### config.mk
export PLATFORM = sky130hd
export DESIGN_NAME = uart_tx_ctrl
export DESIGN_NICKNAME = d
export VERILOG_FILES = /design/src/rtl/uart_tx_pkg.sv /design/src/rtl/uart_tx_ctrl_parity_calc.sv /design/src/rtl/uart_tx_ctrl.sv
export SDC_FILE = /design/constraint.sdc
export NUM_CORES = 1
export LEC_CHECK = 0
export ABC_AREA = 1
export CORE_UTILIZATION = 39
export CTS_BUF_LIST = sky130_fd_sc_hd__clkbuf_4 sky130_fd_sc_hd__clkbuf_8
export DETAILED_ROUTE_END_ITERATION = 6
export GPL_ROUTABILITY_DRIVEN = 1
export PLACE_DENSITY = 0.77
export SLEW_MARGIN = 5
export SYNTH_ARGS = -nofsm -noshare
export SYNTH_HDL_FRONTEND = slang
export SYNTH_SLANG_ARGS = --single-unit
### constraint.sdc
create_clock -name CLK -period 3.9 [get_ports CLK]
set_input_delay 0.78 -clock CLK [delete_from_list [all_inputs] [get_ports CLK]]
set_output_delay 0.78 -clock CLK [all_outputs]
set_load 0.03 [all_outputs]
### src/rtl/uart_tx_pkg.sv
// Shared encodings for the UART transmit path.
// Output-mux select codes are also used by the mux block.
package uart_tx_pkg;

   localparam logic [2:0] S_IDLE   = 3'd0;
   localparam logic [2:0] S_START  = 3'd1;
   localparam logic [2:0] S_DATA   = 3'd2;
   localparam logic [2:0] S_PARITY = 3'd3;
   localparam logic [2:0] S_STOP   = 3'd4;
   localparam logic [2:0] S_STOP_2 = 3'd5;

   localparam logic [1:0] MUX_START = 2'b00;
   localparam logic [1:0] MUX_STOP  = 2'b01;
   localparam logic [1:0] MUX_DATA  = 2'b10;
   localparam logic [1:0] MUX_PAR   = 2'b11;

endpackage

### src/rtl/uart_tx_ctrl_parity_calc.sv
// Combinational frame parity: even when par_typ=0, odd when 1.
module parity_calc #(
   parameter int IN_WIDTH = 8
) (
   input  logic [IN_WIDTH-1:0] p_data,
   input  logic                par_typ,
   output logic                par
);

   assign par = (^p_data) ^ par_typ;

endmodule

### src/rtl/uart_tx_ctrl.sv
// UART TX frame sequencer: start, data, optional parity, 1-2 stops.
// Drives serializer enable and the output mux select.
module uart_tx_ctrl
   import uart_tx_pkg::*;
#(
   parameter int IN_WIDTH = 8
) (
   input  logic                CLK,
   input  logic                RST,
   input  logic [IN_WIDTH-1:0] P_DATA,
   input  logic                DATA_VALID,
   input  logic                PAR_EN,
   input  logic                PAR_TYP,
   input  logic                STOP2,
   input  logic                ser_done,
   output logic                ser_en,
   output logic                BUSY,
   output logic [1:0]          mux_sel,
   output logic                par_bit,
   output logic                seq_err
);

   localparam int CW = $clog2(IN_WIDTH);
   localparam logic [CW-1:0] LAST = CW'(IN_WIDTH - 1);

   logic [2:0]    state_q, state_d;
   logic [CW-1:0] bit_cnt_q, bit_cnt_d;
   logic          par_en_q, par_en_d;
   logic          stop2_q, stop2_d;
   logic          par_bit_q, par_bit_d;
   logic          seq_err_q, seq_err_d;
   logic          busy_q, busy_d;
   logic          par_calc;

   parity_calc #(.IN_WIDTH(IN_WIDTH)) u_par (
      .p_data  (P_DATA),
      .par_typ (PAR_TYP),
      .par     (par_calc)
   );

   always_ff @(posedge CLK) begin
      if (RST) begin
         state_q   <= S_IDLE;
         bit_cnt_q <= '0;
         par_en_q  <= 1'b0;
         stop2_q   <= 1'b0;
         par_bit_q <= 1'b0;
         seq_err_q <= 1'b0;
         busy_q    <= 1'b0;
      end else begin
         state_q   <= state_d;
         bit_cnt_q <= bit_cnt_d;
         par_en_q  <= par_en_d;
         stop2_q   <= stop2_d;
         par_bit_q <= par_bit_d;
         seq_err_q <= seq_err_d;
         busy_q    <= busy_d;
      end
   end

   always_comb begin
      state_d   = state_q;
      bit_cnt_d = bit_cnt_q;
      par_en_d  = par_en_q;
      stop2_d   = stop2_q;
      par_bit_d = par_bit_q;
      seq_err_d = 1'b0;
      case (state_q)
         S_IDLE: begin
            if (DATA_VALID) begin
               state_d   = S_START;
               par_en_d  = PAR_EN;
               stop2_d   = STOP2;
               par_bit_d = par_calc;
            end
         end
         S_START: begin
            bit_cnt_d = '0;
            state_d   = S_DATA;
         end
         S_DATA: begin
            bit_cnt_d = bit_cnt_q + 1'b1;
            if (bit_cnt_q == LAST) begin
               // Missing done still exits so the line never stalls.
               seq_err_d = ~ser_done;
               state_d   = par_en_q ? S_PARITY : S_STOP;
            end else begin
               seq_err_d = ser_done;
            end
         end
         S_PARITY: state_d = S_STOP;
         S_STOP:   state_d = stop2_q ? S_STOP_2 : S_IDLE;
         S_STOP_2: state_d = S_IDLE;
         default:  state_d = S_IDLE;
      endcase
      busy_d = (state_d != S_IDLE);
   end

   always_comb begin
      ser_en  = 1'b0;
      mux_sel = MUX_STOP;
      case (state_q)
         S_START: begin
            ser_en  = 1'b1;
            mux_sel = MUX_START;
         end
         S_DATA: begin
            ser_en  = (bit_cnt_q != LAST);
            mux_sel = MUX_DATA;
         end
         S_PARITY: mux_sel = MUX_PAR;
         default:  mux_sel = MUX_STOP;
      endcase
   end

   assign BUSY    = busy_q;
   assign par_bit = par_bit_q;
   assign seq_err = seq_err_q;

endmodule

==> flow_summary.toml, run 1 <==
[placement]
post-dp-hpwl_mm = 1.022
dpl_worst_slack_ns = 1.543
numPortBuffers = 20
place_congestion = 0.8743
place_area_um2 = 855.8

[timing]
worst-slew-pin-transition_ns = 0.3021
setup_ws_ns = 1.260
drv_slew = 0
clock-skew-final_ns = 0.0002742
finalCritPeriodShare = 0.6769
rsz0062_at_grt = "no"
hold_viol = 0
finalCriticalPeriod_ns = 2.640
finalSetupViolations = 0
max_freq_mhz = 378.8
slew_headroom = 0.7979
tns_ns = 0

[die]
num_rows = 14
start_util = 0.4219
die-area_mm2 = 0.001795
num_io_pins = 21
die_width_um = 42.37
core_area_mm2 = 0.001506
die-height_um = 42.37

[clock_tree]
post_cts_buffers = 0
root_buffer = "clkbuf_4"
cts-hold-fix-buffers = 0
cts_tree = "yes"
h-tree-depth = 1
cts_resized = 0
cts_made_buffers = 3
insertion_delay_ns = 0.27
cts_max_path_buffers = 2
clkSinkCount = 11
clkTransAtPathRegs_ns = 0.07

[worst_setup_path]
crit_fanout = 5
cp_data_arrival_time_ns = 1.86
critPathKind = "flip-flop to primary output"
crit_required_ns = 3.12
worstSetupEndpointType = "primary output"
worstRegToRegCells = 6
start_kind = "flip-flop"

[global_routing]
grt_pass1_wl_mm = 2.132
grt_pass1_vias = 555
grt_overflow = 0
grt.total_usage = 0.1589
antenna_found_initial = 0
grt_max_degree = 7

[final_layout]
finish.instance_area_um2 = 885.9
nFillCells = 153
n_antenna_cell = 0
regArea_um2 = 220.2
fin_nets = 142
drive_gt1_frac = 0.08871
area_growth_pct = 39.37
multi_input_area_um2 = 331.6

[logic_synthesis]
netlist_area_um2 = 635.6
ys.warnings.count = 0
synth-main-ff-cell = "dfxtp_1"
ys_async_sr_fraction = 0
syn_inst = 100
syn_avg_cell_area_um2 = 6.356
ys_types = 18
synth_area_leaders = "dfxtp_1 (35%), nand2_1 (18%), inv_1 (11%)"
yosysMostFrequentCell = "nand2_1"
synth_top_area_share = 0.3465
syn-num-nets = 117
synth_edf_count = 0
synthTopCellsByCount = "nand2_1 (30), inv_1 (19), dfxtp_1 (11)"
ys_seq_area_frac = 0.3465
yosysTopAreaCell = "dfxtp_1"
ys_ff_latch = 11

[worst_hold_path]
hold_depth = 1
hp-class = "flip-flop to flip-flop"

[drt]
drc = 0
ant_nets = 0
vias = 661
drt_wl_total_mm = 1.220
routed_via_density = 4.721
drt_iter0_drc = 4
wl_per_cell_um = 8.714
firstDrtPassIters = 2

[status]
status = "completed"

[pwr]
power_frac_clock = 0.306
pwr-share-comb = 0.255
internal_power_mw = 0.1982
power.net_switching_mw = 0.07881
ir_drop_v = 0.0001542
power_density_mw_per_mm2 = 312.7
swShare = 0.2845
p_leak_nw = 0.4564
power_frac_seq = 0.439

[job]
drv_cap = 0
layer usage:
layer / track usage / vias up / share of wire / routed length [µm]
met5: 0 / - / 0 / 0
met4: 0.1125 / 0 / 0.025 / 30
met3: 0.02586 / 5 / 0.043 / 52
met2: 0.2646 / 17 / 0.48 / 581
met1: 0.1823 / 287 / 0.45 / 555
li1: - / 352 / - / -
worst paths after layout:
kind	from	endpoint	slack, ns
min reg2reg	bit_cnt_q[0]$_SDFFE_PP0P_	bit_cnt_q[0]$_SDFFE_PP0P_	0.46
max reg2reg	bit_cnt_q[0]$_SDFFE_PP0P_	BUSY$_SDFF_PP0_	2.53
min	bit_cnt_q[0]$_SDFFE_PP0P_	bit_cnt_q[0]$_SDFFE_PP0P_	0.46
max	bit_cnt_q[0]$_SDFFE_PP0P_	ser_en	1.26
cell type report:
cell class / instances / share of cell area
Clock buffer: 4 / 0.03390
Tap cell: 16 / 0.02260
Inverter: 22 / 0.09463
Sequential cell: 11 / 0.2486
Timing Repair Buffer: 20 / 0.2260
Multi-Input combinational cell: 67 / 0.3743
cell usage in the layout, fill, tap and decap left out, drive strengths merged, types with 4 or more instances in the layout:
master and count:
inv 21, nor2 10, clkbuf 4, a21oi 4, nand2 32, o21ai 6, dfxtp 11, nand3 8
clkdlybuf4s50 20
critical path, cell delays in order (launching register included):
cell and delay, ns:
dfxtp_1 0.32, ha_1 0.20, ha_1 0.23, o21ai_0 0.16, clkdlybuf4s50_1 0.68
cell families (layout without fill, tap and decap cells):
group	after synthesis	count (layout)	synth area share
AO/OA/AOI/OAI	11	11	0.09646
XOR/XNOR	2	2	0.02756
adder cells (fa/ha/maj)	2	2	0.03936
buffers and inverters	22	46	0.1319
flip-flops	11	11	0.3465
AND/OR/NAND/NOR	52	52	0.3583
stage by stage:
step | std cells | total power [mW] | hold WS [ns] | util
finish | 140 | 0.2770 | 0.4610 | 0.5880
CTS | 140 | 0.2811 | 0.4663 | 0.5880
floorplan | 100 | 0.1639 | 0.4283 | -
global placement | 136 | 0.1932 | 0.4420 | 0.5681
global route | 140 | 0.2935 | 0.5000 | 0.5880
detailed placement | 136 | 0.1951 | 0.4564 | 0.5681
registers in the layout, summed over array words and instances, names as in the netlist:
register and flops:
stop2_q 1, BUSY 1, bit_cnt_q 3, state_q 3, par_bit 1, par_en_q 1
seq_err 1
power by group through the flow:
stage	Combinational, mW	Sequential (mW)	Clock [mW]
6_report	0.0706	0.122	0.0847
3_3_place_gp	0.0690	0.124	0
5_1_grt	0.0788	0.122	0.0923
4_1_cts	0.0711	0.122	0.0883
2_1_floorplan	0.0355	0.128	0
3_5_place_dp	0.0707	0.124	0
Note: power is estimated with default switching activity, not from simulation.
==> run 2: changes to the inputs <==
==> constraint.sdc (replaced) <==
create_clock -name CLK -period 2.6 [get_ports CLK]
set_input_delay 0.52 -clock CLK [delete_from_list [all_inputs] [get_ports CLK]]
set_output_delay 0.52 -clock CLK [all_outputs]
set_load 0.03 [all_outputs]
==> run 2 against run 1 <==
Compared with the run above: sequential power grew 50%; first-iteration DRC count is 75% higher; highest routed layer is now met3; register-to-register slack worse by 1.3 ns; critical path type unchanged.
==> flow_summary.toml, run 2 (synthesized netlist as in run 1, its figures left out) <==
[timing]
worst-slew-pin-transition_ns = 0.3017
finalSetupViolations = 0
slew_headroom = 0.7982
tns_ns = 0
hold_viol = 0
clock-skew-final_ns = 0.003214
finalCritPeriodShare = 0.9182
rsz0062_at_grt = "no"
finalCriticalPeriod_ns = 2.387
drv_slew = 0
max_freq_mhz = 418.9

[die]
die-height_um = 42.37
core_area_mm2 = 0.001506
num_rows = 14
die_width_um = 42.37
start_util = 0.4219
die-area_mm2 = 0.001795
num_io_pins = 21

[drt]
routed_via_density = 4.707
drt_iter0_drc = 7
drt_wl_total_mm = 1.215
ant_nets = 0
wl_per_cell_um = 8.679
firstDrtPassIters = 4
vias = 659
drc = 0

[final_layout]
n_antenna_cell = 0
layout_common_cells = "nand2_1 (30), clkdlybuf4s50_1 (20), inv_1 (19), dfxtp_1 (11), nor2_1 (9)"
layout_commonest_cell = "nand2_1"
post-route-util = 0.5880
drive_gt1_frac = 0.08871
fin_nets = 142
area_growth_pct = 39.37
reg.largest.list = "bit_cnt_q (3), state_q (3)"

[placement]
post-dp-hpwl_mm = 1.025
place_congestion = 0.8743
numPortBuffers = 20

[worst_setup_path]
crit_required_ns = 2.08
cp_data_arrival_time_ns = 1.87
worstSetupEndpointType = "primary output"
critPathKind = "flip-flop to primary output"
start_kind = "flip-flop"
crit_fanout = 5

[clock_tree]
root_buffer = "clkbuf_4"
cts_made_buffers = 3
cts_max_path_buffers = 2
insertion_delay_ns = 0.26
clkTransAtPathRegs_ns = 0.07
h-tree-depth = 1
cts_resized = 0
clkSinkCount = 11
post_cts_buffers = 0
cts_tree = "yes"
cts-hold-fix-buffers = 0

[global_routing]
grt_max_degree = 7
antenna_found_initial = 0
grt_pass1_vias = 594
grt_overflow = 0
grt_pass1_wl_mm = 2.249
grt.total_usage = 0.1615

[job]
drv_cap = 0

[pwr]
power_density_mw_per_mm2 = 466.8
ir_drop_v = 0.0002087
p_leak_nw = 0.4564

[status]
status = "completed"

[worst_hold_path]
hp-class = "flip-flop to flip-flop"
run 2: metal layers:
layer / wire, µm / vias up / track usage / part of all wire
li1: - / 354 / - / -
met1: 533 / 287 / 0.1872 / 0.44
met2: 626 / 18 / 0.2800 / 0.52
met3: 56 / 0 / 0.02586 / 0.046
met4: 0 / 0 / 0.08750 / 0
met5: 0 / - / 0 / 0
run 2: area by class of cell:
type | instances | area, µm²
Clock buffer | 4 | 30.03
Fill cell | 151 | 620.6
Inverter | 22 | 83.83
Multi-Input combinational cell | 67 | 331.6
Sequential cell | 11 | 220.2
Tap cell | 16 | 20.02
Timing Repair Buffer | 20 | 200.2
run 2: through the flow:
step	std cells	power, mW	hold slack, ns	cell area (µm²)	worst slack [ns]
floorplan	100	0.2459	0.4283	635.6	0.6564
global placement	136	0.2898	0.4420	855.8	0.5128
detailed placement	136	0.2930	0.4490	855.8	0.4961
CTS	140	0.4200	0.4595	885.9	0.1950
global route	140	0.4383	0.4947	885.9	0.1010
finish	140	0.4135	0.4626	885.9	0.2128
run 2: worst paths after layout:
path / start / to / cells after the start / slack (ns)
max: bit_cnt_q[0]$_SDFFE_PP0P_ / ser_en / 4 / 0.21
min reg2reg: bit_cnt_q[0]$_SDFFE_PP0P_ / bit_cnt_q[0]$_SDFFE_PP0P_ / 1 / 0.46
min: bit_cnt_q[0]$_SDFFE_PP0P_ / bit_cnt_q[0]$_SDFFE_PP0P_ / 1 / 0.46
max reg2reg: bit_cnt_q[0]$_SDFFE_PP0P_ / BUSY$_SDFF_PP0_ / 6 / 1.21
run 2: critical path: stages (launching register included):
cell and delay [ns]:
dfxtp_1 0.32, ha_1 0.20, ha_1 0.23, o21ai_0 0.16, clkdlybuf4s50_1 0.68
run 2: where the power goes:
| group | switching (mW) | internal, mW | total [mW] |
|---|---|---|---|
| sequential | 0.00506 | 0.178 | 0.183 |
| combinational | 0.0556 | 0.0499 | 0.106 |
| clock | 0.0556 | 0.0698 | 0.125 |
| total | 0.116 | 0.297 | 0.414 |
